## src/rtl/axi4_wr_collect_pkg.sv

```systemverilog
// Shared types and helpers for the passive AXI4 write-burst collector.
// The *_entry_t records describe the default 32-bit address/data, 4-bit ID build.
package axi4_wr_collect_pkg;

  localparam int BEAT_MAX       = 256;
  localparam int DEF_ADDR_WIDTH = 32;
  localparam int DEF_ID_WIDTH   = 4;
  localparam int DEF_DATA_WIDTH = 32;

  typedef struct packed {
    logic [DEF_ADDR_WIDTH-1:0] addr;
    logic [DEF_ID_WIDTH-1:0]   id;
    logic [7:0]                len;
  } aw_entry_t;

  typedef struct packed {
    logic [8:0]                beats;
    logic                      partial;
    logic [DEF_DATA_WIDTH-1:0] sig;
  } wb_entry_t;

  typedef enum logic {
    IDLE = 1'b0,
    HOLD = 1'b1
  } col_state_t;

  // Beat counter increment that sticks at BEAT_MAX so overlong bursts stay visible
  function automatic logic [8:0] beat_inc(input logic [8:0] cnt);
    logic [8:0] res;
    if (cnt == 9'(BEAT_MAX)) begin
      res = cnt;
    end else begin
      res = cnt + 9'd1;
    end
    return res;
  endfunction

endpackage

```

## src/rtl/axi4_wr_collect_fifo.sv

```systemverilog
// Small synchronous FIFO with async active-low reset; a push into a full
// FIFO is accepted only when a pop happens in the same cycle.
module axi4_wr_collect_fifo
  import axi4_wr_collect_pkg::*;
#(
  parameter int WIDTH = 8,
  parameter int DEPTH = 4
) (
  input  logic             clk,
  input  logic             rst_n,
  input  logic             push,
  input  logic [WIDTH-1:0] din,
  input  logic             pop,
  output logic [WIDTH-1:0] dout,
  output logic             full,
  output logic             empty
);

  localparam int PW = $clog2(DEPTH);
  localparam int CW = PW + 1;

  logic [WIDTH-1:0] mem_r [DEPTH];
  logic [PW-1:0]    wr_ptr_r;
  logic [PW-1:0]    rd_ptr_r;
  logic [CW-1:0]    count_r;
  logic             push_ok_s;
  logic             pop_ok_s;

  assign full      = (count_r == CW'(DEPTH));
  assign empty     = (count_r == {CW{1'b0}});
  assign pop_ok_s  = pop & ~empty;
  assign push_ok_s = push & (~full | pop_ok_s);
  assign dout      = mem_r[rd_ptr_r];

  // Storage array and pointers
  always_ff @(posedge clk or negedge rst_n) begin
    if (!rst_n) begin
      for (int i = 0; i < DEPTH; i++) begin
        mem_r[i] <= {WIDTH{1'b0}};
      end
      wr_ptr_r <= {PW{1'b0}};
      rd_ptr_r <= {PW{1'b0}};
    end else begin
      if (push_ok_s) begin
        mem_r[wr_ptr_r] <= din;
        wr_ptr_r        <= wr_ptr_r + PW'(1);
      end
      if (pop_ok_s) begin
        rd_ptr_r <= rd_ptr_r + PW'(1);
      end
    end
  end

  // Occupancy; a simultaneous push and pop leaves it unchanged
  always_ff @(posedge clk or negedge rst_n) begin
    if (!rst_n) begin
      count_r <= {CW{1'b0}};
    end else begin
      case ({push_ok_s, pop_ok_s})
        2'b10:   count_r <= count_r + CW'(1);
        2'b01:   count_r <= count_r - CW'(1);
        default: count_r <= count_r;
      endcase
    end
  end

endmodule

```

## src/rtl/axi4_wr_burst_collector.sv

```systemverilog
// Passive AXI4 write snooper: pairs each AW with its W burst and emits one summary record.
// Define AXI4_WR_COLLECT_SIG_EN to build the WDATA XOR signature (rec_sig is 0 otherwise).
module axi4_wr_burst_collector
  import axi4_wr_collect_pkg::*;
#(
  parameter int ADDR_WIDTH  = 32,
  parameter int WDATA_WIDTH = 32,
  parameter int ID_WIDTH    = 4,
  parameter int AW_DEPTH    = 4,
  parameter int WB_DEPTH    = 4
) (
  input  logic                     ACLK,
  input  logic                     ARESETn,
  input  logic                     AWVALID,
  input  logic                     AWREADY,
  input  logic [ADDR_WIDTH-1:0]    AWADDR,
  input  logic [7:0]               AWLEN,
  input  logic [ID_WIDTH-1:0]      AWID,
  input  logic                     WVALID,
  input  logic                     WREADY,
  input  logic                     WLAST,
  input  logic [WDATA_WIDTH-1:0]   WDATA,
  input  logic [WDATA_WIDTH/8-1:0] WSTRB,
  output logic                     rec_valid,
  input  logic                     rec_ready,
  output logic [ADDR_WIDTH-1:0]    rec_addr,
  output logic [ID_WIDTH-1:0]      rec_id,
  output logic [7:0]               rec_len,
  output logic [8:0]               rec_beats,
  output logic                     rec_len_err,
  output logic                     rec_partial_strb,
  output logic [WDATA_WIDTH-1:0]   rec_sig,
  output logic                     aw_ovf,
  output logic                     wb_ovf
);

  localparam int STRB_W = WDATA_WIDTH / 8;

  typedef struct packed {
    logic [ADDR_WIDTH-1:0] addr;
    logic [ID_WIDTH-1:0]   id;
    logic [7:0]            len;
  } aw_slot_t;

  typedef struct packed {
    logic [8:0]             beats;
    logic                   partial;
    logic [WDATA_WIDTH-1:0] sig;
  } wb_slot_t;

  logic                   aw_hs_s;
  logic                   w_hs_s;
  logic [8:0]             beat_cnt_r;
  logic                   partial_r;
  logic [8:0]             beats_nx_s;
  logic                   partial_nx_s;
  logic [WDATA_WIDTH-1:0] sig_nx_s;
  aw_slot_t               aw_din_s;
  aw_slot_t               aw_head_s;
  wb_slot_t               wb_din_s;
  wb_slot_t               wb_head_s;
  logic                   aw_full_s;
  logic                   aw_empty_s;
  logic                   wb_full_s;
  logic                   wb_empty_s;
  logic                   pair_rdy_s;
  logic                   pop_s;
  col_state_t             state_r;
  col_state_t             state_nx_s;

  logic                   rec_valid_r;
  logic [ADDR_WIDTH-1:0]  rec_addr_r;
  logic [ID_WIDTH-1:0]    rec_id_r;
  logic [7:0]             rec_len_r;
  logic [8:0]             rec_beats_r;
  logic                   rec_len_err_r;
  logic                   rec_partial_r;
  logic [WDATA_WIDTH-1:0] rec_sig_r;
  logic                   aw_ovf_r;
  logic                   wb_ovf_r;

  assign aw_hs_s      = AWVALID & AWREADY;
  assign w_hs_s       = WVALID & WREADY;
  assign beats_nx_s   = beat_inc(beat_cnt_r);
  assign partial_nx_s = partial_r | ~(&WSTRB);
  assign pair_rdy_s   = ~aw_empty_s & ~wb_empty_s;

  assign aw_din_s = '{addr: AWADDR, id: AWID, len: AWLEN};
  assign wb_din_s = '{beats: beats_nx_s, partial: partial_nx_s, sig: sig_nx_s};

`ifdef AXI4_WR_COLLECT_SIG_EN
  logic [WDATA_WIDTH-1:0] sig_r;

  function automatic logic [WDATA_WIDTH-1:0] strb_mask(input logic [STRB_W-1:0] strb);
    logic [WDATA_WIDTH-1:0] m;
    for (int i = 0; i < STRB_W; i++) begin
      m[i*8 +: 8] = {8{strb[i]}};
    end
    return m;
  endfunction

  assign sig_nx_s = sig_r ^ (WDATA & strb_mask(WSTRB));

  // Signature accumulator, restarted after every last beat
  always_ff @(posedge ACLK or negedge ARESETn) begin
    if (!ARESETn) begin
      sig_r <= {WDATA_WIDTH{1'b0}};
    end else if (w_hs_s) begin
      sig_r <= WLAST ? {WDATA_WIDTH{1'b0}} : sig_nx_s;
    end
  end
`else
  logic unused_wdata_s;
  assign unused_wdata_s = ^WDATA;
  assign sig_nx_s       = {WDATA_WIDTH{1'b0}};
`endif

  // Beat count and partial-strobe accumulators for the burst in flight
  always_ff @(posedge ACLK or negedge ARESETn) begin
    if (!ARESETn) begin
      beat_cnt_r <= 9'd0;
      partial_r  <= 1'b0;
    end else if (w_hs_s) begin
      if (WLAST) begin
        beat_cnt_r <= 9'd0;
        partial_r  <= 1'b0;
      end else begin
        beat_cnt_r <= beats_nx_s;
        partial_r  <= partial_nx_s;
      end
    end
  end

  axi4_wr_collect_fifo #(
    .WIDTH ($bits(aw_slot_t)),
    .DEPTH (AW_DEPTH)
  ) u_aw_fifo (
    .clk   (ACLK),
    .rst_n (ARESETn),
    .push  (aw_hs_s),
    .din   (aw_din_s),
    .pop   (pop_s),
    .dout  (aw_head_s),
    .full  (aw_full_s),
    .empty (aw_empty_s)
  );

  axi4_wr_collect_fifo #(
    .WIDTH ($bits(wb_slot_t)),
    .DEPTH (WB_DEPTH)
  ) u_wb_fifo (
    .clk   (ACLK),
    .rst_n (ARESETn),
    .push  (w_hs_s & WLAST),
    .din   (wb_din_s),
    .pop   (pop_s),
    .dout  (wb_head_s),
    .full  (wb_full_s),
    .empty (wb_empty_s)
  );

  // Sticky overflow flags; a pop in the same cycle makes room, so no drop
  always_ff @(posedge ACLK or negedge ARESETn) begin
    if (!ARESETn) begin
      aw_ovf_r <= 1'b0;
      wb_ovf_r <= 1'b0;
    end else begin
      aw_ovf_r <= aw_ovf_r | (aw_hs_s & aw_full_s & ~pop_s);
      wb_ovf_r <= wb_ovf_r | (w_hs_s & WLAST & wb_full_s & ~pop_s);
    end
  end

  // Pairing FSM state register
  always_ff @(posedge ACLK or negedge ARESETn) begin
    if (!ARESETn) begin
      state_r <= IDLE;
    end else begin
      state_r <= state_nx_s;
    end
  end

  // Next state and queue pop decision
  always_comb begin
    state_nx_s = state_r;
    pop_s      = 1'b0;
    case (state_r)
      IDLE: begin
        if (pair_rdy_s) begin
          pop_s      = 1'b1;
          state_nx_s = HOLD;
        end else begin
          state_nx_s = IDLE;
        end
      end
      HOLD: begin
        if (rec_ready) begin
          if (pair_rdy_s) begin
            pop_s      = 1'b1;
            state_nx_s = HOLD;
          end else begin
            state_nx_s = IDLE;
          end
        end else begin
          state_nx_s = HOLD;
        end
      end
      default: begin
        pop_s      = 1'b0;
        state_nx_s = IDLE;
      end
    endcase
  end

  // Record register, loaded whenever a pair is popped
  always_ff @(posedge ACLK or negedge ARESETn) begin
    if (!ARESETn) begin
      rec_valid_r   <= 1'b0;
      rec_addr_r    <= {ADDR_WIDTH{1'b0}};
      rec_id_r      <= {ID_WIDTH{1'b0}};
      rec_len_r     <= 8'd0;
      rec_beats_r   <= 9'd0;
      rec_len_err_r <= 1'b0;
      rec_partial_r <= 1'b0;
      rec_sig_r     <= {WDATA_WIDTH{1'b0}};
    end else begin
      rec_valid_r <= (state_nx_s == HOLD);
      if (pop_s) begin
        rec_addr_r    <= aw_head_s.addr;
        rec_id_r      <= aw_head_s.id;
        rec_len_r     <= aw_head_s.len;
        rec_beats_r   <= wb_head_s.beats;
        rec_len_err_r <= (wb_head_s.beats != ({1'b0, aw_head_s.len} + 9'd1));
        rec_partial_r <= wb_head_s.partial;
        rec_sig_r     <= wb_head_s.sig;
      end
    end
  end

  assign rec_valid        = rec_valid_r;
  assign rec_addr         = rec_addr_r;
  assign rec_id           = rec_id_r;
  assign rec_len          = rec_len_r;
  assign rec_beats        = rec_beats_r;
  assign rec_len_err      = rec_len_err_r;
  assign rec_partial_strb = rec_partial_r;
  assign rec_sig          = rec_sig_r;
  assign aw_ovf           = aw_ovf_r;
  assign wb_ovf           = wb_ovf_r;

endmodule

```

## config.mk

```make
export PLATFORM = sky130hd
export DESIGN_NAME = axi4_wr_burst_collector
export DESIGN_NICKNAME = d
export VERILOG_FILES = /design/src/rtl/axi4_wr_collect_pkg.sv /design/src/rtl/axi4_wr_collect_fifo.sv /design/src/rtl/axi4_wr_burst_collector.sv
export SDC_FILE = /design/constraint.sdc
export NUM_CORES = 1
export LEC_CHECK = 0
export CORE_ASPECT_RATIO = 1.1
export CORE_MARGIN = 2
export CORE_UTILIZATION = 50
export CTS_BUF_LIST = sky130_fd_sc_hd__clkbuf_4
export DETAILED_ROUTE_END_ITERATION = 7
export GPL_ROUTABILITY_DRIVEN = 0
export PLACE_DENSITY = 0.74
export REMOVE_ABC_BUFFERS = 1
export SYNTH_ARGS = -nofsm -noshare
export SYNTH_HDL_FRONTEND = slang
export SYNTH_SLANG_ARGS = --single-unit
```

## constraint.sdc

```tcl
create_clock -name ACLK -period 2.85 [get_ports ACLK]
set_input_delay 0.57 -clock ACLK [delete_from_list [all_inputs] [get_ports ACLK]]
set_output_delay 0.57 -clock ACLK [all_outputs]
set_load 0.005 [all_outputs]
```

; ---- Yosys cells after proc, flatten, opt, wreduce, memory -nomap -nowiden
; Index checks and enable logic that the tools add are counted.
[totals]
regBits = 458
latch_bits = 0
ram_bits = 0
mem_bits_ro = 0
output_inout_bits = 90
wordCells = 107
mem_count = 0
[classes]
addsub = 10
mul = 0
div = 0
n_lt_le_gt_ge = 6
n_eq_ne = 8
shifts = 0
n_mux = 22
n_bitwise = 28
n_reduce_logical = 7
[ops]
columns = cell, count
row1 = $bwmux W176, 1
row2 = $bwmux W168, 1
row3 = $mux W44, 3
row4 = $mux W42, 3
row5 = $bmux W44 S2, 1
row6 = $demux W44 S2, 1
row7 = $bmux W42 S2, 1
row8 = $demux W42 S2, 1
row9 = $mux W9, 2
row10 = $and A1 B1 Y1, 12
row11 = $ge A3 B3 Y1 const B, 4
row12 = $not A2 Y3, 4
row13 = $pmux W3 S2, 2
row14 = $add A8 B1 Y9 const B, 1
row15 = $add A9 B1 Y9 const B, 1
row16 = $eq A9 B9 Y1 const B, 1
row17 = $ne A9 B9 Y1, 1
row18 = $add A2 B1 Y2 const B, 4
row19 = $not A1 Y1, 7
row20 = $add A3 B1 Y3 const B, 2
row21 = $eq A3 B3 Y1 const B, 2
row22 = $logic_not A3 Y1, 2
row23 = $lt A3 B1 Y1 const B, 2
row24 = $sub A3 B1 Y3 const B, 2
row25 = 8 further kinds, 20

; ---- Longest topological paths before layout
; Gate-level depths: netlist of run 1.
[logic_depth]
depth_word = 11
ltp_mapped = 9
ltp_nobuf = 7

; ---- Cells and area by module
; A second synthesis of run 1 with hierarchy kept.
[unflattened]
hier_cells = 1359
area_unflattened_um2 = 20035.5
[by_module_without_submodules]
columns = module, n_inst, cells_each, area_per_inst_um2, seq_area_each_um2
row1 = axi4_wr_collect_fifo at u_aw_fifo, 1, 477, 8126.5, 4579.4
row2 = axi4_wr_collect_fifo at u_wb_fifo, 1, 445, 7713.6, 4379.2
row3 = axi4_wr_burst_collector, 1, 437, 4195.3, 2502.4

; ---- Worst setup path after synthesis of run 1
; Ideal clock, no wire load.
[synth_path]
path_type = input port to flip-flop
startpoint = input port rec_ready
endpoint = register u_aw_fifo.count_r[2]
arrival_ns = 2.183
setup_slack_ns = 0.543
cell_stages = 8
n_path_buf = 2
cell_sequence = nand2b_1 > and3_1 > clkbuf_1 > clkbuf_1 > nand2_1 > fa_1 > o31a_1 > xnor2_1
[synth_between]
elab_chain_len = 7
word_cells_on_any_way = 9
cone_classes = eq/ne: 2 / mux: 3 / bitwise: 3 / reduce/logical: 1
[synth_rtl]
columns = element, line
row1 = from (decl), axi4_wr_burst_collector.sv:25  ; input logic rec_ready,
row2 = $mux W1 *, axi4_wr_burst_collector.sv:196  ; if (rec_ready) begin
row3 = $pmux W1 S2 *, axi4_wr_burst_collector.sv:186  ; case (state_r)
row4 = $and A1 B1 Y1 *, axi4_wr_collect_fifo.sv:31  ; assign pop_ok_s = pop & ~empty;
row5 = $or A1 B1 Y1, axi4_wr_collect_fifo.sv:32  ; assign push_ok_s = push & (~full | pop_ok_s);
row6 = $and A1 B1 Y1, axi4_wr_collect_fifo.sv:32
row7 = $eq A2 B1 Y1 / $eq A2 B2 Y1 (equally long branches), axi4_wr_collect_fifo.sv:59  ; case ({push_ok_s, pop_ok_s})
row8 = $pmux W3 S2 / $reduce_bool A2 Y1 (equally long branches), n/a
row9 = to (signal assigned), axi4_wr_collect_fifo.sv:60  ; 2'b10: count_r <= count_r + CW'(1);
row10 = to (signal assigned), axi4_wr_collect_fifo.sv:61  ; 2'b01: count_r <= count_r - CW'(1);
row11 = to (signal assigned), axi4_wr_collect_fifo.sv:62  ; default: count_r <= count_r;
row12 = to (decl), axi4_wr_collect_fifo.sv:25  ; logic [CW-1:0] count_r;
; Mark *: on every way between the ends. The rest lies on a longest branch, timed or not.
; A chain may end at the register's enable or synchronous reset.

==> results of run 1 <==
## cell type report
class,instances,share of cell area
Multi-Input combinational cell,538,0.340
Antenna cell,3,0.000475
Tap cell,352,0.0279
Timing Repair Buffer,148,0.0950
Clock buffer,108,0.0513
Sequential cell,298,0.472
Inverter,13,0.00309
Clock inverter,20,0.0101
## logic make-up (layout without fill, tap and decap cells)
family	count (synthesis)	in the layout	share of synthesized area
AO/OA/AOI/OAI	61	61	0.0268
XOR/XNOR	29	29	0.0193
adder cells (fa/ha/maj)	13	13	0.0135
buffers and inverters	86	289	0.0362
flip-flops	298	298	0.566
multiplexers	298	298	0.301
other	1	35	0.000285
AND/OR/NAND/NOR	105	105	0.0372
## worst max path at each step
stage                                            from                          endpoint  slack, ps  cells after the start
floorplan           u_aw_fifo.rd_ptr_r[0]$_DFFE_PN0P_           rec_len_err$_DFFE_PN0N_       -890                      6
global placement                            rec_ready   u_aw_fifo.mem_r[77]$_DFFE_PN0P_        280                      8
detailed placement                          rec_ready  u_wb_fifo.count_r[1]$_DFFE_PN0P_        260                      8
CTS                 u_aw_fifo.rd_ptr_r[0]$_DFFE_PN0P_           rec_len_err$_DFFE_PN0N_        350                      6
global route        u_aw_fifo.rd_ptr_r[0]$_DFFE_PN0P_           rec_len_err$_DFFE_PN0N_        260                      7
finish              u_aw_fifo.rd_ptr_r[0]$_DFFE_PN0P_           rec_len_err$_DFFE_PN0N_        380                      6
## state kept, by name (all words and copies together) (netlist names)
| name | count |
|---|---|
| rec_valid | 1 |
| u_aw_fifo.rd_ptr_r | 2 |
| wb_ovf | 1 |
| u_wb_fifo.mem_r | 40 |
| u_wb_fifo.wr_ptr_r | 2 |
| rec_beats | 9 |
| u_aw_fifo.count_r | 3 |
| u_wb_fifo.rd_ptr_r | 2 |
| rec_id | 4 |
| rec_partial_strb | 1 |
| aw_ovf | 1 |
| rec_len_err | 1 |
| u_wb_fifo.count_r | 3 |
| rec_addr | 32 |
| u_aw_fifo.wr_ptr_r | 2 |
| beat_cnt_r | 9 |
| rec_len | 8 |
| u_aw_fifo.mem_r | 176 |
| partial_r | 1 |
## placed cells by master (no fill, tap or decap), drive strengths merged, types with 2 or more instances in the layout
cell             n
a21oi            2
a31oi            2
and3             4
buf             35
bufinv           3
clkbuf         108
clkdlybuf4s50  112
clkinv          13
conb            32
dfrtp          298
diode            3
fa               2
ha              11
inv             16
mux2           242
mux2i            2
mux4            54
nand2           61
nand2b           2
nand3           14
nand4            4
nor2             8
nor4b            2
o21ai           45
o31a             2
o32ai            2
or3              4
xnor2           21
xor2             8
## per-layer routing
| metal | GRT usage | share of wire | routed length (um) | vias up |
|---|---|---|---|---|
| li1 | - | - | - | 3565 |
| met1 | 0.259 | 0.44 | 11500 | 4070 |
| met2 | 0.326 | 0.49 | 13000 | 189 |
| met3 | 0.0527 | 0.055 | 1460 | 26 |
| met4 | 0.0619 | 0.013 | 341 | 0 |
| met5 | 0 | 0 | 0 | - |
## worst max-delay path: cells and delay by family, from the launching register on
| family | cells | cell delay [ps] |
|---|---|---|
| muxes | 1 | 480 |
| and+or+nand+nor | 4 | 1230 |
| DFF | 1 | 580 |
| AOI/OAI and AO/OA | 1 | 100 |
## where the power goes
group	switching (mW)	total, mW	internal (mW)
sequential	1.05	7.23	6.18
clock	1.67	3.68	2.01
combinational	2.55	6.71	4.16
## per-stage QoR
stage / setup TNS (ps) / util
finish: 0 / 0.608
CTS: 0 / 0.608
global placement: 0 / 0.570
floorplan: -5250 / -
global route: 0 / 0.608
detailed placement: 0 / 0.570
==> flow_summary_export.csv, run 1 <==
group,metric,value,unit
cts,cts.clk_slew.worst_paths,60,ps
grt,grt_pass1_vias,8440,
finish,instances_no_fill,1480,
cts,clock_latency,680,ps
grt,overflow,0,
route,route.detailed.drc,0,
worst_setup_path,crit_chain,"mux4_2 > nand3_4 > or3_1 > and4b_1 > or4_1 > o211ai_1",
cts,ctsHtreeMaxLevel,3,
timing,finalCritPeriodShare,0.867,
cts,cts_tree,"built",
route,drt_wl_total,26.2,mm
route,antenna_left,0,
timing,slew_violations,0,
die,start_util,0.507,
worst_setup_path,r2r_slack,380,ps
worst_setup_path,cp-end-kind,"flop",
power,power_density,1120,mW/mm2
cts,postCtsHoldBufs,1,
yosys,netlist_instances,891,
worst_setup_path,cp-start-kind,"flop",
route,dr_total_vias,7850,
yosys,syn_avg_cell_area,14.8,um2
die,core-area,0.0260,mm2
die,ios,178,
finish,final_layout_size_suffix_gt1_frac,0.405,
timing,fin_crit,2470,ps
yosys,yosys_warnings,0,
finish,nets,1178,
worst_setup_path,cp_max_fo,11,
worst_setup_path,cp_slowest_cell,"dfrtp_4",
grt,grt_max_degree,74,
grt,grt_pass1_wl,43.8,mm
timing,fmax,405,MHz
finish,area_growth,19.9,%
die,die_x,159,um
worst_setup_path,r2r_start,"u_aw_fifo.rd_ptr_r[0]$_DFFE_PN0P_",
timing,slew_headroom,0.653,
yosys,synth_ff_type,"dfrtp_1",
run_status,status,"completed",
timing,clock_skew,47.8,ps
placement,dp_slack,258,ps
yosys,seq_area_frac_synth,0.566,
worst_setup_path,r2r_end,"rec_len_err$_DFFE_PN0N_",
placement,io_buffers,113,
yosys,yosysTopAreaCell,"dfrtp_1",
die,die_y,174,um
timing,finalSetupViolCount,0,
power,leakage,6.92,nW
yosys,yosysTopAreaCellShare,0.566,
timing,rsz0062_at_grt,"no",
route,first_iter_violations,453,
placement,dp.cells,1348,
finish,multi_input_area,0.00538,mm2
timing,hold_ws,408,ps
worst_setup_path,cp_data_arrival_time,3050,ps
placement,dp_hpwl,17.2,mm
worst_setup_path,reg2regPathDepth,6,
cts,postCtsSetupBuffers,0,
grt,antenna_found_initial,3,
cts,cts_num_sinks,298,
finish,n_fill_cell,2020,
placement,dpl_cell_area,0.0148,mm2
yosys,synth_cell_types,45,
yosys,synthTopCellsByCount,"298 x dfrtp_1, 242 x mux2_2, 61 x nand2_1, 53 x mux4_2, 45 x o21ai_0",
yosys,syn-cell-area,0.0132,mm2
timing,worst_pin_slew,521,ps
finish,final_area,0.0158,mm2
grt,track_usage,0.198,
yosys,synth_most_common_cell,"dfrtp_1",
power,ir_worst_vdd,0.000603,V
yosys,synthArstFlopShare,1.00,
timing,final_hold_viol_count,0,
route,viasPerCell,5.30,
worst_setup_path,crit_type,"flop to flop",
yosys,synth.area.top_cells,"dfrtp_1 57%, mux2_2 21%, mux4_2 9.1%, buf_4 1.8%, nand2_1 1.7%",
worst_setup_path,worst_ep_required_time,3430,ps
timing,setup_slack,379,ps
cts,cts_max_path_buffers,3,
power,power,17.6,mW
die,dieArea,0.0277,mm2
route,drt-pass1-iter-count,4,
route,wl_per_cell,17.7,um
worst_hold_path,hold_path_class,"input port to asynchronous set/reset pin",
finish,register_area,0.00746,mm2
yosys,synth_edf_count,0,
cts,ctsResizeCount,0,
yosys,ys_seq_elements,298,
cts,root_buffer,"clkbuf_4",
worst_setup_path,crit_path_max_incr_delay,580,ps
flow_run,drv_cap,0,
die,num_rows,62,
cts,numCtsBuffers,78,
Note: power is estimated with default switching activity, not from simulation.
==> run 2: changes to the inputs <==
==> constraint.sdc (replaced) <==
create_clock -name ACLK -period 3.07 [get_ports ACLK]
set_input_delay 0.614 -clock ACLK [delete_from_list [all_inputs] [get_ports ACLK]]
set_output_delay 0.614 -clock ACLK [all_outputs]
set_load 0.005 [all_outputs]
==> run 2 against run 1 <==
First-iteration DRC count decreased by 42%. Clock skew decreased by 6.4 ps. Wire length decreased by 0.50%. Via count decreased by 0.38%. Die area unchanged. Critical path depth unchanged. Clock-buffer cell count increased by 9. Core utilization decreased by 0.32 points. Largest cell class unchanged.
==> flow_summary_export.csv, run 2 (synthesis results as in run 1) <==
group,metric,value,unit
cts,cts_tree,"built",
die,start_util,0.507,
die,dieArea,0.0277,mm2
finish,nets,1174,
grt,overflow,0,
grt,grt_max_degree,75,
cts,root_buffer,"clkbuf_4",
cts,ctsResizeCount,0,
grt,grt_pass1_vias,8604,
finish,multi_input_area,0.00538,mm2
route,route.detailed.drc,0,
power,power,16.2,mW
worst_setup_path,cp_slowest_cell,"dfrtp_4",
worst_hold_path,hold_path_class,"flop to flop",
worst_setup_path,worst_ep_required_time,3590,ps
finish,n_fill_cell,2034,
route,viasPerCell,5.30,
timing,slew_violations,0,
grt,grt_pass1_wl,44.0,mm
cts,cts.clk_slew.worst_paths,60,ps
die,die_y,174,um
cts,clock_latency,660,ps
worst_setup_path,cp-end-kind,"flop",
placement,dp_hpwl,16.6,mm
route,antenna_left,0,
grt,track_usage,0.200,
placement,dp.cells,1343,
placement,io_buffers,113,
die,die_x,159,um
power,leakage,6.89,nW
finish,most-common-layout-cells,"296 x dfrtp_1, 242 x mux2_2, 117 x clkbuf_4",
cts,cts_num_sinks,298,
flow_run,drv_cap,0,
cts,cts_max_path_buffers,3,
worst_setup_path,crit_type,"flop to flop",
grt,antenna_found_initial,2,
timing,worst_pin_slew,609,ps
timing,rsz0062_at_grt,"no",
route,drt-pass1-iter-count,4,
timing,finalSetupViolCount,0,
power,ir_worst_vdd,0.000534,V
finish,largest_reg_flops,176,
route,wl_per_cell,17.7,um
worst_setup_path,cp_max_fo,11,
power,power_density,1030,mW/mm2
finish,instances_no_fill,1475,
finish,area_growth,19.3,%
die,core-area,0.0260,mm2
worst_setup_path,crit_path_max_incr_delay,580,ps
timing,fin_crit,2570,ps
finish,register_area,0.00746,mm2
cts,postCtsSetupBuffers,0,
run_status,status,"completed",
timing,finalCritPeriodShare,0.836,
finish,final_layout_size_suffix_gt1_frac,0.406,
cts,ctsHtreeMaxLevel,3,
finish,final_common_cell,"dfrtp_1",
finish,regMostFlops,"u_aw_fifo.mem_r",
timing,slew_headroom,0.594,
timing,fmax,390,MHz
worst_setup_path,crit_chain,"mux4_2 > nand3_4 > or3_1 > and4b_1 > or4_1 > o211ai_1",
route,drt_wl_total,26.1,mm
timing,clock_skew,41.4,ps
timing,final_hold_viol_count,0,
route,dr_total_vias,7820,
cts,postCtsHoldBufs,1,
cts,numCtsBuffers,79,
die,ios,178,
die,num_rows,62,
route,first_iter_violations,265,
worst_setup_path,cp_data_arrival_time,3090,ps
worst_setup_path,cp-start-kind,"flop",
==> run 2: area by class of cell <==
cell class                      instances  area share
Sequential cell                       298       0.475
Multi-Input combinational cell        538       0.342
Timing Repair Buffer                  143      0.0915
Clock buffer                          117      0.0559
Tap cell                              352      0.0280
Clock inverter                         13     0.00485
Inverter                               13     0.00310
Antenna cell                            1    0.000159
==> run 2: worst paths after layout <==
| kind | slack [ps] | from | cells after the start | to |
|---|---|---|---|---|
| min in group asynchronous | 510 | ARESETn | 2 | beat_cnt_r[3]$_DFFE_PN0N_ |
| max in group asynchronous | 1730 | ARESETn | 3 | u_wb_fifo.mem_r[121]$_DFFE_PN0P_ |
| worst max register to register | 500 | u_aw_fifo.rd_ptr_r[0]$_DFFE_PN0P_ | 6 | rec_len_err$_DFFE_PN0N_ |
| worst min-delay path | 480 | u_wb_fifo.mem_r[40]$_DFFE_PN0P_ | 2 | u_wb_fifo.mem_r[40]$_DFFE_PN0P_ |
| worst min register to register | 480 | u_wb_fifo.mem_r[40]$_DFFE_PN0P_ | 2 | u_wb_fifo.mem_r[40]$_DFFE_PN0P_ |
| worst max-delay path | 500 | u_aw_fifo.rd_ptr_r[0]$_DFFE_PN0P_ | 6 | rec_len_err$_DFFE_PN0N_ |
==> run 2: routing by layer <==
| metal | global-route usage | up-vias | wire length [um] |
|---|---|---|---|
| met5 | 0 | - | 0 |
| met4 | 0.0654 | 0 | 434 |
| met3 | 0.0537 | 37 | 1440 |
| met2 | 0.329 | 189 | 12800 |
| met1 | 0.259 | 4026 | 11400 |
| li1 | - | 3568 | - |
==> run 2: through the flow <==
stage / setup WS, ps / area [um2] / TNS, ps / hold WS [ps] / util
5_1_grt: 386 / 15700 / 0 / 512 / 0.605
2_1_floorplan: -667 / 12900 / -2020 / 318 / -
4_1_cts: 474 / 15700 / 0 / 480 / 0.605
3_5_place_dp: 461 / 14800 / 0 / 467 / 0.568
3_3_place_gp: 476 / 14800 / 0 / 448 / 0.568
6_report: 503 / 15700 / 0 / 478 / 0.605
==> run 2: report_power, final <==
part / internal (mW) / switching [mW] / leakage [nW]
Sequential: 5.74 / 0.961 / 3.66
Combinational: 3.84 / 2.38 / 2.65
Clock: 1.81 / 1.51 / 0.579
Total: 11.4 / 4.85 / 6.89
==> run 2: worst max-delay path: cells and delay by family (launching register included) <==
family / cells / cell delay, ps
and+or+nand+nor: 4 / 1240
AOI/OAI and AO/OA: 1 / 120
DFF: 1 / 580
muxes: 1 / 500
==> run 3: changes to the inputs <==
--- a/config.mk
+++ b/config.mk
@@ -11,7 +11,7 @@
 export CTS_BUF_LIST = sky130_fd_sc_hd__clkbuf_4
 export DETAILED_ROUTE_END_ITERATION = 7
 export GPL_ROUTABILITY_DRIVEN = 0
-export PLACE_DENSITY = 0.74
+export PLACE_DENSITY = 0.77
 export REMOVE_ABC_BUFFERS = 1
 export SYNTH_ARGS = -nofsm -noshare
 export SYNTH_HDL_FRONTEND = slang
==> constraint.sdc (replaced) <==
create_clock -name ACLK -period 2.23 [get_ports ACLK]
set_input_delay 0.446 -clock ACLK [delete_from_list [all_inputs] [get_ports ACLK]]
set_output_delay 0.446 -clock ACLK [all_outputs]
set_load 0.005 [all_outputs]
==> run 3 against run 2 <==
The flow now finishes with violations (setup timing). Sequential cell count unchanged. Global-route usage increased by 0.16 points. Clock power increased by 44%. Via count increased by 2.9%. Largest cell class unchanged. Sequential power increased by 37%. Clock-buffer cell count unchanged. Hold slack got worse by 150 ps. Register-to-register slack got worse by 580 ps. Cell area increased by 4.1%. Critical endpoint unchanged. Highest routed layer unchanged. Final cell count increased by 3.9%.
==> flow_summary_export.csv, run 3 (synthesis results as in run 1) <==
group,metric,value,unit
route,wl_met2,13.3,mm
grt,track_usage,0.201,
route,drt_wl_total,26.7,mm
route,first_iter_violations,336,
worst_setup_path,cp-end-kind,"flop",
grt,antenna_found_initial,3,
worst_setup_path,cp_slowest_cell,"dfrtp_4",
timing,setup-tns-final,-80.1,ps
cts,numCtsBuffers,80,
worst_setup_path,crit_path_max_incr_delay,550,ps
grt,overflow,0,
worst_setup_path,r2r_start,"u_aw_fifo.rd_ptr_r[0]$_DFFE_PN0P_",
flow_run,drv_cap,0,
timing,fmax,433,MHz
route,dr_total_vias,8043,
finish,n_fill_cell,1950,
route,antenna_left,0,
route,route.detailed.drc,0,
route,drt-pass1-iter-count,4,
route,wl_per_cell,17.4,um
timing,worst_pin_slew,582,ps
finish,largest_reg_flops,176,
die,ios,178,
worst_setup_path,r2r_slack,-80,ps
worst_setup_path,reg2regPathDepth,7,
cts,cts_max_path_buffers,3,
timing,slew_headroom,0.612,
grt,grt_max_degree,70,
timing,finalCritPeriodShare,1.04,
placement,io_buffers,113,
finish,final_layout_size_suffix_gt1_frac,0.443,
die,dieArea,0.0277,mm2
route,viasPerCell,5.25,
worst_setup_path,r2r_end,"rec_len_err$_DFFE_PN0N_",
timing,final_hold_viol_count,0,
worst_setup_path,crit_type,"flop to flop",
route,routed.top_layer,"met4",
route,wl_met3,1.43,mm
placement,dp_hpwl,17.9,mm
timing,slew_violations,0,
cts,ctsHtreeMaxLevel,3,
worst_setup_path,cp_data_arrival_time,2880,ps
timing,finalSetupViolCount,1,
worst_setup_path,cp_max_fo,6,
power,ir_worst_vdd,0.000814,V
worst_setup_path,crit_chain,"buf_6 > mux4_2 > nand2_2 > or3_4 > and4b_1 > or4_1 > o211ai_1",
placement,dpl_cell_area,0.0153,mm2
finish,nets,1228,
finish,final_common_cell,"dfrtp_1",
finish,area_growth,24.2,%
timing,clock_skew,43.6,ps
die,core-area,0.0260,mm2
cts,root_buffer,"clkbuf_4",
worst_setup_path,worst_ep_required_time,2800,ps
finish,final_area,0.0164,mm2
cts,cts_num_sinks,298,
die,die_y,174,um
cts,cts.clk_slew.worst_paths,60,ps
timing,setup_slack,-80.1,ps
route,m1WireLength,11.6,mm
worst_setup_path,cp-start-kind,"flop",
run_status,violations,"setup timing",
finish,regMostFlops,"u_aw_fifo.mem_r",
run_status,status,"complete, but fails checks",
grt,grt_pass1_wl,44.5,mm
timing,fin_crit,2310,ps
die,start_util,0.507,
timing,rsz0062_at_grt,"yes",
power,power_density,1440,mW/mm2
die,num_rows,62,
cts,cts_tree,"built",
grt,grt_pass1_vias,8768,
cts,clock_latency,680,ps
die,die_x,159,um
worst_hold_path,hold_path_class,"input port to asynchronous set/reset pin",
finish,most-common-layout-cells,"296 x dfrtp_1, 242 x mux2_2, 117 x clkbuf_4",
power,leakage,7.24,nW
## run 3: cell count changes in the layout (fill, tap and decap cells not counted), moves of 2 or more
| cell | previous run | this run |
|---|---|---|
| clkinvlp_4 | 0 | 3 |
| buf_12 | 6 | 18 |
| buf_6 | 0 | 2 |
| buf_4 | 23 | 62 |
| clkinv_2 | 1 | 3 |
| clkinv_1 | 9 | 6 |
## run 3: area by class of cell
cell class | instances | area [um2] | area share
flip-flops and latches | 298 | 7460 | 0.456
multi-input cells | 538 | 5400 | 0.330
repair buffers | 196 | 1990 | 0.122
clock buffers | 117 | 878 | 0.0537
well taps | 352 | 440 | 0.0269
clock inverters | 16 | 133 | 0.00811
inverters | 13 | 48.8 | 0.00298
diodes | 2 | 5.00 | 0.000306
## run 3: worst max-delay path, delay by kind of cell, from the launching register on
| kind | cells | cell delay [ps] |
|---|---|---|
| AO/OA/AOI/OAI | 1 | 90 |
| buffers and inverters | 1 | 150 |
| flip-flops | 1 | 550 |
| multiplexers | 1 | 350 |
| AND/OR/NAND/NOR | 4 | 1070 |
## run 3: layer usage
metal / track usage / vias to the layer above
met5: 0 / -
met4: 0.0669 / 0
met3: 0.0544 / 27
met2: 0.331 / 182
met1: 0.261 / 4147
li1: - / 3687
## run 3: power by group
part / switching, mW / internal [mW]
Sequential: 1.27 / 7.90
Combinational: 3.59 / 5.97
Clock: 2.14 / 2.62
## run 3: how the worst max path moves through the flow
stage,startpoint,endpoint,cells past startpoint,slack (ps)
6_report,u_aw_fifo.rd_ptr_r[0]$_DFFE_PN0P_,rec_len_err$_DFFE_PN0N_,7,-80
5_1_grt,u_aw_fifo.rd_ptr_r[0]$_DFFE_PN0P_,rec_len_err$_DFFE_PN0N_,8,-160
4_1_cts,u_aw_fifo.rd_ptr_r[0]$_DFFE_PN0P_,rec_len_err$_DFFE_PN0N_,7,-70
2_1_floorplan,u_aw_fifo.rd_ptr_r[0]$_DFFE_PN0P_,rec_len_err$_DFFE_PN0N_,6,-1510
3_3_place_gp,rec_ready,u_wb_fifo.mem_r[75]$_DFFE_PN0P_,9,-160
3_5_place_dp,rec_ready,u_aw_fifo.mem_r[148]$_DFFE_PN0P_,8,-170
## run 3: repair_timing
item,4_1_cts,5_1_grt
pin swaps,0,0
buffers inserted,4,1
setup endpoints to repair,1,44
resized for setup,7,3
hold endpoints to repair,56,0
hold buffers,1,0
## run 3: metrics by stage
| step | hold slack (ps) | worst slack (ps) | total power [mW] | utilization | instances |
|---|---|---|---|---|---|
| floorplan | 150 | -1510 | 15.0 | - | 849 |
| global placement | 450 | -158 | 18.3 | 0.587 | 1391 |
| detailed placement | 457 | -170 | 18.7 | 0.587 | 1391 |
| CTS | 290 | -74.9 | 23.8 | 0.629 | 1529 |
| global route | 303 | -165 | 25.1 | 0.630 | 1532 |
| finish | 330 | -80.1 | 23.5 | 0.630 | 1532 |
==> variant (config.mk and constraints of run 2) <==
The option `AXI4_WR_COLLECT_SIG_EN` is turned on by a define.
--- a/src/rtl/axi4_wr_burst_collector.sv
+++ b/src/rtl/axi4_wr_burst_collector.sv
@@ -2,2 +2,4 @@
 // Define AXI4_WR_COLLECT_SIG_EN to build the WDATA XOR signature (rec_sig is 0 otherwise).
+`define AXI4_WR_COLLECT_SIG_EN
+
 module axi4_wr_burst_collector
Formal check against the unedited RTL: not equivalent (a bounded check fails within 4 cycles, from zero or initial values and one cycle with ARESETn low).
==> variant against run 2 <==
Power rose by 56%; sequential share of layout area rose by 1.3 points; setup slack got worse by 71 ps; global-route usage rose by 2.5 points; cell area rose by 60%; via count is 80% higher; synthesized area grew 59%; sequential cell count increased by 192; wire length rose by 78%; highest routed layer unchanged.
==> variant: results (changes against run 2) <==
| Metric | Value |
|---|---|
| Worst Path Max Fanout | `30 (+19)` |
| Sequential power | `10700 µW (+60%)` |
| Top cells by area, synth | `dfrtp_1, mux4_2, mux2_2, nand2_1, o21ai_0` |
| Clock Latency Late Sink | `850 ps (+190 ps)` |
| CTS Buf Count | `131 (+66%)` |
| Port Buffers | `177 (+57%)` |
| Placed insts | `2419 (+80%)` |
| Lkg Pwr | `0.0116 µW (+69%)` |
| Reg2Reg Depth | `7 (+1)` |
| First DRT Iteration DRCs | `648 (+140%)` |
| Overall routing resource usage | `22.5% (+2.5 points)` |
| Status | `completed` |
| Slew at the pin closest to its max-slew limit | `818 ps (+208 ps)` |
| Crit-path slowest cell | `mux4_2` |
| DP HPWL | `29000 µm (+75%)` |
| Vias | `14.1k (+80%)` |
| Filler Cells Inserted | `3343 (+64%)` |
| Worst EP arrival | `3310 ps (+220 ps)` |
| Vias in the first global route | `15.1k (+76%)` |
| Crit path max-delay family | `compound AO/OA/AOI/OAI gates` |
| Max incr delay on CP | `620 ps (+40 ps)` |
| Final Power | `25300 µW (+56%)` |
| Htree depth | `4 (+1)` |
| Clk network pwr share | `22.9% (+2.5 points)` |
| Min Hold Slack | `366 ps (-112 ps)` |
| Final Cycle Share | `85.9% (+2.3 points)` |
| First-pass GRT wire length | `77000 µm (+75%)` |
| Avg Inst Size Synth | `12.1 µm² (-18%)` |
| Met3 WL | `2030 µm (+42%)` |
| Sw frac | `32.1% (+2.3 points)` |
variant: cell count changes after synthesis, sizes merged, moves of 5 or more:
cell and change:
nand2 +450, dfrtp +192, o21ai +167, clkbuf +64, mux2 -61, xor2 +34
mux4 +32, buf -29, nor2 +6, xnor2 -5
variant: worst register-to-register path: stages, from the launching register on:
cell       delay, ps
dfrtp_4          510
buf_12           290
mux4_2           630
nand2b_1         130
o21ai_0           80
a32o_1           250
a2111oi_0        430
a31oi_1          140
variant: final cells by class:
type / instances / share of cell area (%)
sequential: 490 / 48.7
multi-input combinational: 1127 / 32.4
timing repair buffer: 227 / 9.20
clock buffer: 195 / 5.81
tap: 560 / 2.78
clock inverter: 24 / 0.785
inverter: 16 / 0.248
antenna: 2 / 0.0199
variant: metal layers:
metal | vias up | global-route usage [%]
li1 | 6523 | -
met1 | 7165 | 29.1
met2 | 307 | 37.6
met3 | 84 | 4.52
met4 | 0 | 8.54
met5 | - | 0
